--- config.mk ---
export PLATFORM = sky130hd
export DESIGN_NAME = cplx_poly_engine
export DESIGN_NICKNAME = d
export VERILOG_FILES = /design/src/rtl/cplx_poly_engine.sv
export SDC_FILE = /design/constraint.sdc
export NUM_CORES = 2
export LEC_CHECK = 0
export ABC_AREA = 1
export BUFFER_PORTS_ARGS = -buffer_cell sky130_fd_sc_hd__buf_2
export CAP_MARGIN = 20
export CORE_ASPECT_RATIO = 2
export CORE_MARGIN = 2
export CORE_UTILIZATION = 70
export DETAILED_ROUTE_END_ITERATION = 7
export PLACE_DENSITY = 0.84
export SYNTH_ARGS = -nofsm -noshare
export SYNTH_HDL_FRONTEND = slang
export SYNTH_SLANG_ARGS = --single-unit
--- constraint.sdc ---
create_clock -name clk -period 25.3 [get_ports clk]
set_input_delay 1.265 -clock clk [delete_from_list [all_inputs] [get_ports clk]]
set_output_delay 1.265 -clock clk [all_outputs]
set_load 0.03 [all_outputs]
--- src/rtl/cplx_poly_engine.sv ---
`timescale 1ns/1ps
// cplx_poly_engine: collects a frame of 2N complex words (a[] then b[]) and
// emits either the conjugate polynomial product c = conj(a) * b (mode 0) or
// max/min/range statistics over all 4-bit nibbles of the frame (mode 1).
//
// Handshake: a word transfers on any rising edge where in_valid && in_ready.
// in_ready is high in IDLE and LOAD and low in OUT. out_valid qualifies out
// for exactly one cycle per result, with no back-pressure. out and out_last
// are zero whenever out_valid is low.
module cplx_poly_engine #(
  parameter int N = 2,
  parameter int W = 8,
  localparam int CW = 2 * W + $clog2(N) + 1,
  localparam int OUT_W = 2 * CW,
  localparam int NOUT = 2 * N - 1
) (
  input  logic             clk,
  input  logic             rst_n,
  input  logic             in_valid,
  input  logic [2*W-1:0]   in,
  input  logic             in_mode,
  output logic             in_ready,
  output logic             out_valid,
  output logic [OUT_W-1:0] out,
  output logic             out_last,
  output logic [1:0]       state_dbg
);

  localparam int AW = $clog2(2 * N);
  localparam logic [AW-1:0] LAST_WORD = AW'(2 * N - 1);
  localparam logic [AW-1:0] LAST_CPLX = AW'(NOUT - 1);
  localparam logic [AW-1:0] LAST_STAT = AW'(2);

  typedef enum logic [1:0] {
    S_IDLE = 2'd0,
    S_LOAD = 2'd1,
    S_OUT  = 2'd2
  } state_t;

  state_t state, state_nxt;

  logic [AW-1:0]    count;
  logic [AW-1:0]    idx;
  logic [AW-1:0]    last_idx;
  logic             mode;
  logic [2*W-1:0]   mem [2*N];
  logic [OUT_W-1:0] result;

  logic signed [CW-1:0] acc_re, acc_im, ar, ai, br, bi;
  logic [3:0]           nib, nib_max, nib_min;

  assign state_dbg = state;
  assign last_idx  = mode ? LAST_STAT : LAST_CPLX;

  // State register.
  always_ff @(posedge clk or negedge rst_n) begin
    if (!rst_n) state <= S_IDLE;
    else        state <= state_nxt;
  end

  // Next-state logic: a gap in in_valid during LOAD abandons the frame.
  always_comb begin
    state_nxt = state;
    case (state)
      S_IDLE: if (in_valid) state_nxt = S_LOAD;
      S_LOAD: begin
        if (!in_valid)               state_nxt = S_IDLE;
        else if (count == LAST_WORD) state_nxt = S_OUT;
      end
      S_OUT:  if (idx == last_idx) state_nxt = S_IDLE;
      default: state_nxt = S_IDLE;
    endcase
  end

  // FSM outputs.
  always_comb begin
    in_ready = (state != S_OUT);
  end

  // Counters, frame mode and registered result port.
  always_ff @(posedge clk or negedge rst_n) begin
    if (!rst_n) begin
      count     <= '0;
      idx       <= '0;
      mode      <= 1'b0;
      out_valid <= 1'b0;
      out       <= '0;
      out_last  <= 1'b0;
    end else begin
      out_valid <= 1'b0;
      out       <= '0;
      out_last  <= 1'b0;
      case (state)
        S_IDLE: begin
          if (in_valid) begin
            mode  <= in_mode;
            count <= AW'(1);
          end
        end
        S_LOAD: begin
          if (!in_valid) begin
            count <= '0;
          end else if (count == LAST_WORD) begin
            count <= '0;
            idx   <= '0;
          end else begin
            count <= count + AW'(1);
          end
        end
        S_OUT: begin
          out_valid <= 1'b1;
          out       <= result;
          out_last  <= (idx == last_idx);
          idx       <= idx + AW'(1);
        end
        default: ;
      endcase
    end
  end

  // Operand storage; count is zero in IDLE, so the first word lands in slot 0.
  always_ff @(posedge clk) begin
    if (in_valid && in_ready) mem[count] <= in;
  end

  // Coefficient idx of conj(a) * b, accumulated at full precision in CW bits.
  always_comb begin
    acc_re = '0;
    acc_im = '0;
    ar = '0;
    ai = '0;
    br = '0;
    bi = '0;
    for (int i = 0; i < N; i++) begin
      for (int j = 0; j < N; j++) begin
        if (i + j == int'(idx)) begin
          ar = CW'($signed(mem[AW'(i)][2*W-1:W]));
          ai = CW'($signed(mem[AW'(i)][W-1:0]));
          br = CW'($signed(mem[AW'(N + j)][2*W-1:W]));
          bi = CW'($signed(mem[AW'(N + j)][W-1:0]));
          acc_re = acc_re + ar * br + ai * bi;
          acc_im = acc_im + ar * bi - ai * br;
        end
      end
    end
  end

  // Largest and smallest unsigned nibble across every stored word.
  always_comb begin
    nib     = '0;
    nib_max = 4'h0;
    nib_min = 4'hf;
    for (int w = 0; w < 2 * N; w++) begin
      for (int n = 0; n < W / 2; n++) begin
        nib = mem[AW'(w)][4*n +: 4];
        if (nib > nib_max) nib_max = nib;
        if (nib < nib_min) nib_min = nib;
      end
    end
  end

  // Select the result for the current output index.
  always_comb begin
    result = '0;
    if (!mode)                result = {acc_re, acc_im};
    else if (idx == '0)       result = OUT_W'(nib_max);
    else if (idx == AW'(1))   result = OUT_W'(nib_min);
    else                      result = OUT_W'(nib_max - nib_min);
  end

endmodule
# [Word-level counts from Yosys, hierarchy flattened]
# Memories as Yosys holds them, arrays and structs flattened.
# Cells that the tools add are included.
[word_totals] word_cells=155 latchBits=0 n_memories=1 rom_bits=0 ramBits=64 regBits=45 out_inout_bits=41
[op_classes] addsub=17 n_mux=59 reduce_logical=10 n_eq_ne=13 shift=0 n_mul=16 bitwise_logic=0 div_mod_pow=0 order_cmp=32
[memory_table] memory="mem" words=4 word_bits=16 rd=4 rd_ports_with_merged_regs=0 write_ports=1 line="46" source="logic [2*W-1:0] mem [2*N];"
[op_table] cell="$mul A8 B8 Y16" count=16
[op_table] cell="$add A18 B16 Y18" count=9
[op_table] cell="$mux W18" count=8
[op_table] cell="$mux W36" count=4
[op_table] cell="$mux W4" count=32
[op_table] cell="$gt A4 B4 Y1" count=15
[op_table] cell="$lt A4 B4 Y1" count=15
[op_table] cell="$sub A18 B16 Y18" count=3
[op_table] cell="$add A16 B16 Y17" count=1
[op_table] cell="$sub A16 B16 Y17" count=1
[op_table] cell="$mux W2" count=8
[op_table] cell="$ne A2 B2 Y1 const B" count=5
[op_table] cell="$pmux W2 S2" count=2
[op_table] cell="$eq A2 B2 Y1 const B" count=3
[op_table] cell="$logic_not A2 Y1" count=3
[op_table] cell="$pmux W2 S3" count=1
[op_table] cell="$reduce_and A3 Y1" count=2
[op_table] cell="$sub A4 B4 Y5" count=1
[op_table] cell="$add A2 B1 Y2 const B" count=2
[op_table] cell="$eq A2 B1 Y1 const B" count=2
[op_table] cell="$eq A2 B2 Y1 const A" count=2
[op_table] cell="$gt A4 B1 Y1 const B" count=1
[op_table] cell="$lt A4 B4 Y1 const B" count=1
[op_table] cell="$mux W1" count=4
[op_table] cell="4 further kinds" count=6

# [Logic depth before layout (Yosys ltp)]
# An unclocked memory read counts as a cell.
[depth] depth_word=38 depth_mapped=143

# [Least setup slack after synthesis]
# OpenSTA, ideal clock, no wires.
[synth_timing] kind="reg-to-reg" start="memory mem[0][13] (netlist bit)" end="register out[17]" setup_time_ns=0.132 path_buffers=2 t_required_ns=25.168 arrival_ns=17.333 stages_incl_launch_ff=75 synth_period_minus_slack_ns=17.465 setup_slack_ns=7.835 cell_sequence="edfxtp_1 -> clkbuf_1 -> clkbuf_1 -> nand2_1 -> fa_1 -> fa_1 -> inv_1 -> fa_1 -> inv_1 -> fa_1 -> fa_1 -> inv_1 -> fa_1 -> ha_1 -> inv_1 -> o21bai_1 -> nand2_1 -> inv_1 -> [39 not listed] -> fa_1 -> inv_1 -> fa_1 -> ha_1 -> fa_1 -> inv_1 -> fa_1 -> inv_1 -> fa_1 -> xor2_1 -> xnor2_1 -> xnor2_1 -> xnor2_1 -> or2_2 -> nand3_1 -> o21ai_0 -> a31oi_1 -> nor2_1"
[synth_rtl] item="from (decl)" line="46"
[synth_rtl] item="to (signal assigned)" line="112" source="out <= result;"
[synth_rtl] item="to (decl)" line="24" source="output logic [OUT_W-1:0] out,"

==> flow_metrics.py <==
metrics = {
    "min_path": {
        "worst_hold_path_type": "register to register",
    },
    "route": {
        "detail_route.iter0.violations": 4121,
        "drc_errors": 0,
        "via_per_inst": 5.79,
        "wl_per_cell_um": 22.0,
        "vias": 45793,
        "drtPass1Iterations": 6,
        "totalWireLength_mm": 174,
        "number_of_nets_still_failing_antenna_checks_after_routing": 0,
    },
    "global_routing": {
        "groute.usage.overall_pct": 44.3,
        "grt_first_pass_wirelength_mm": 275,
        "first_global_vias": 50920,
        "grt_overflow": 0,
        "antenna_found_initial": 6,
        "grt_start_max_net_pins": 46,
    },
    "cts": {
        "cts_buffer_count": 9,
        "cts_tree": "yes",
        "hold_buffers": 0,
        "clock_path_buffers": 2,
        "clkTransAtPathRegs_ns": 0.09,
        "clkLatencyLatePin_ns": 0.43,
        "cts_repair_resize_count": 0,
        "cts_root_buf": "sky130_fd_sc_hd__clkbuf_16",
        "cts_setup_buffers": 0,
        "clock_tree_sinks": 109,
        "h-tree-depth": 3,
    },
    "critical_path": {
        "worst-path-max-fanout": 24,
        "worst_ep_required_time_ns": 25.65,
        "reg2reg_slack_ns": 5.76,
        "timing.setup.critical_path_class": "register to register",
        "critical_path.startpoint_type": "register",
        "crit_arrival_ns": 19.89,
        "slowest_stage": "sky130_fd_sc_hd__a31oi_1",
        "slowest_delay_ns": 0.77,
        "cpMostUsedCell": "sky130_fd_sc_hd__fa_1",
        "critPathCaptureType": "register",
    },
    "sta": {
        "finClkSkew_ns": 0.0272,
        "finalWorstPathRequiredPeriod_ns": 19.54,
        "timing.fmax_mhz": 51.2,
        "final_hold_viol_count": 0,
        "setup_repair_after_global_routing_missed_its_margin": "false",
        "fin_crit_sh_pct": 77.2,
        "totalNegativeSetupSlack_ns": 0,
        "fin_hold_ws_ns": 0.553,
        "timing.max_slew.rel_slack_pct": 15.5,
        "finalSetupViolations": 0,
        "timing_max_transition_violations_final": 0,
        "worst_slew_pin_slew_ns": 1.25,
    },
    "synth": {
        "yosysWarningCount": 0,
        "synth_cell_types": 42,
        "mappedNetlistArea_um2": 57300,
        "synth_edf_count": 64,
        "syn_inst": 6959,
        "synth_async_sr_flop_share_pct": 41.3,
        "ys_seq_elements": 109,
        "flip_flop_cell_with_the_highest_count_after_synthesis": "sky130_fd_sc_hd__edfxtp_1",
        "mapped_nets": 8899,
        "syn_avg_cell_area_um2": 8.23,
        "synth_seq_area_share_pct": 5.32,
    },
    "finish": {
        "post-route-cell-area_um2": 58900,
        "final_cell_count_without_fillers": 7914,
        "layout.nets": 8797,
        "syn_to_final_growth_pct": 2.80,
        "drive_gt1_share_pct": 4.44,
    },
    "floorplan": {
        "die-height_um": 409,
        "io_pins": 61,
        "starting_density_of_the_core_pct": 70.5,
        "num_rows": 148,
        "design.die.area_um2": 84300,
        "die-width_um": 206,
        "core_outline_area_um2": 81300,
    },
    "placed_design": {
        "number_of_i_o_port_buffers": 60,
        "final_weighted_congestion_in_routability_driven_placement": 0.979,
        "place_hpwl_mm": 133,
        "place.detailed.instances": 7891,
        "dpl-instance-area_um2": 58600,
    },
    "outcome": {
        "status": "complete, no violations",
    },
    "job": {
        "timing.max_cap.violations": 0,
    },
}
state kept, by name, indices dropped and copies added (netlist names):
| register | flops |
|---|---|
| out_valid | 1 |
| count | 2 |
| idx | 2 |
| mem | 64 |
| out | 36 |
| state_dbg | 2 |
| out_last | 1 |
| mode | 1 |
final timing paths:
| kind | from | end | depth (start not counted) |
|---|---|---|---|
| max | mem[2][10]$_DFFE_PP_ | out[35]$_DFF_PN0_ | 73 |
| max in group asynchronous | rst_n | out[13]$_DFF_PN0_ | 2 |
| min reg2reg | count[0]$_DFFE_PN0P_ | count[0]$_DFFE_PN0P_ | 1 |
| min | count[0]$_DFFE_PN0P_ | count[0]$_DFFE_PN0P_ | 1 |
| max reg2reg | mem[2][10]$_DFFE_PP_ | out[35]$_DFF_PN0_ | 73 |
| min in group asynchronous | rst_n | out[26]$_DFF_PN0_ | 2 |
stage by stage:
stage	util (%)	worst slack, ns
after CTS	72.4	6.02
final	72.4	5.76
after global routing	72.4	4.82
after global placement	72.0	5.81
after detailed placement	72.0	6.07
after floorplan	-	7.84
critical path, delay by kind of cell, from the launching register on:
family	cells	cell delay, ns
AND/OR/NAND/NOR	17	1.93
AO/OA/AOI/OAI	11	3.41
adder cells (fa/ha/maj)	28	11.82
buffers and inverters	17	1.52
flip-flops	1	0.76
Yosys cell counts (all sizes together), types with 31 or more instances:
master	n	area, um2
o21bai	31	233
nor2	249	1020
clkbuf	229	860
edfxtp	64	1920
nand2	1488	5770
xor2	71	622
inv	2168	8140
xnor2	62	543
buf	44	190
nand3	151	848
a21oi	146	731
ha	638	7980
fa	1282	25700
o21ai	180	901
dfrtp	45	1130
cells in the final DEF, fill, tap and decap left out, types with 60 or more instances in the layout:
cell and instances:
sky130_fd_sc_hd__a21oi_1 146, sky130_fd_sc_hd__nor2_1 230, sky130_fd_sc_hd__xnor2_1 62, sky130_fd_sc_hd__o21ai_0 178, sky130_fd_sc_hd__fa_1 1282, sky130_fd_sc_hd__buf_4 95
sky130_fd_sc_hd__edfxtp_1 64, sky130_fd_sc_hd__ha_1 637, sky130_fd_sc_hd__nand2_1 1441, sky130_fd_sc_hd__buf_2 60, sky130_fd_sc_hd__nand3_1 137, sky130_fd_sc_hd__inv_1 2146
sky130_fd_sc_hd__xor2_1 71
cells by family (layout without fill, tap and decap cells):
| family | after synthesis | count (layout) | share of synthesized area [%] |
|---|---|---|---|
| AO/OA/AOI/OAI | 408 | 408 | 3.86 |
| adder cells (fa/ha/maj) | 1920 | 1920 | 58.7 |
| AND/OR/NAND/NOR | 1941 | 1941 | 13.9 |
| flip-flops | 109 | 109 | 5.32 |
| buffers and inverters | 2448 | 2351 | 16.1 |
| other | 0 | 2 | 0 |
| XOR/XNOR | 133 | 133 | 2.03 |
metal layers:
layer  wire [um]  share of wire (%)  vias up  GRT usage [%]
met1       51400                 30    22167           47.6
met4       24600                 14        2           45.9
met5          13             0.0075        -              0
met2       80200                 46     2915           69.1
li1            -                  -    19585              -
met3       18000                 10     1124           10.3
layout make-up:
cell class | instances | area [um2]
Multi-Input combinational cell | 4402 | 45000
Clock buffer | 9 | 225
Antenna cell | 2 | 5.00
Sequential cell | 109 | 3050
Inverter | 2175 | 8160
Fill cell | 5948 | 22400
Clock inverter | 7 | 50.0
Timing Repair Buffer | 160 | 1050
Tap cell | 1050 | 1310
Power is not shown: default switching activity piles up to over one toggle a cycle in this logic, so the estimate is an artifact.
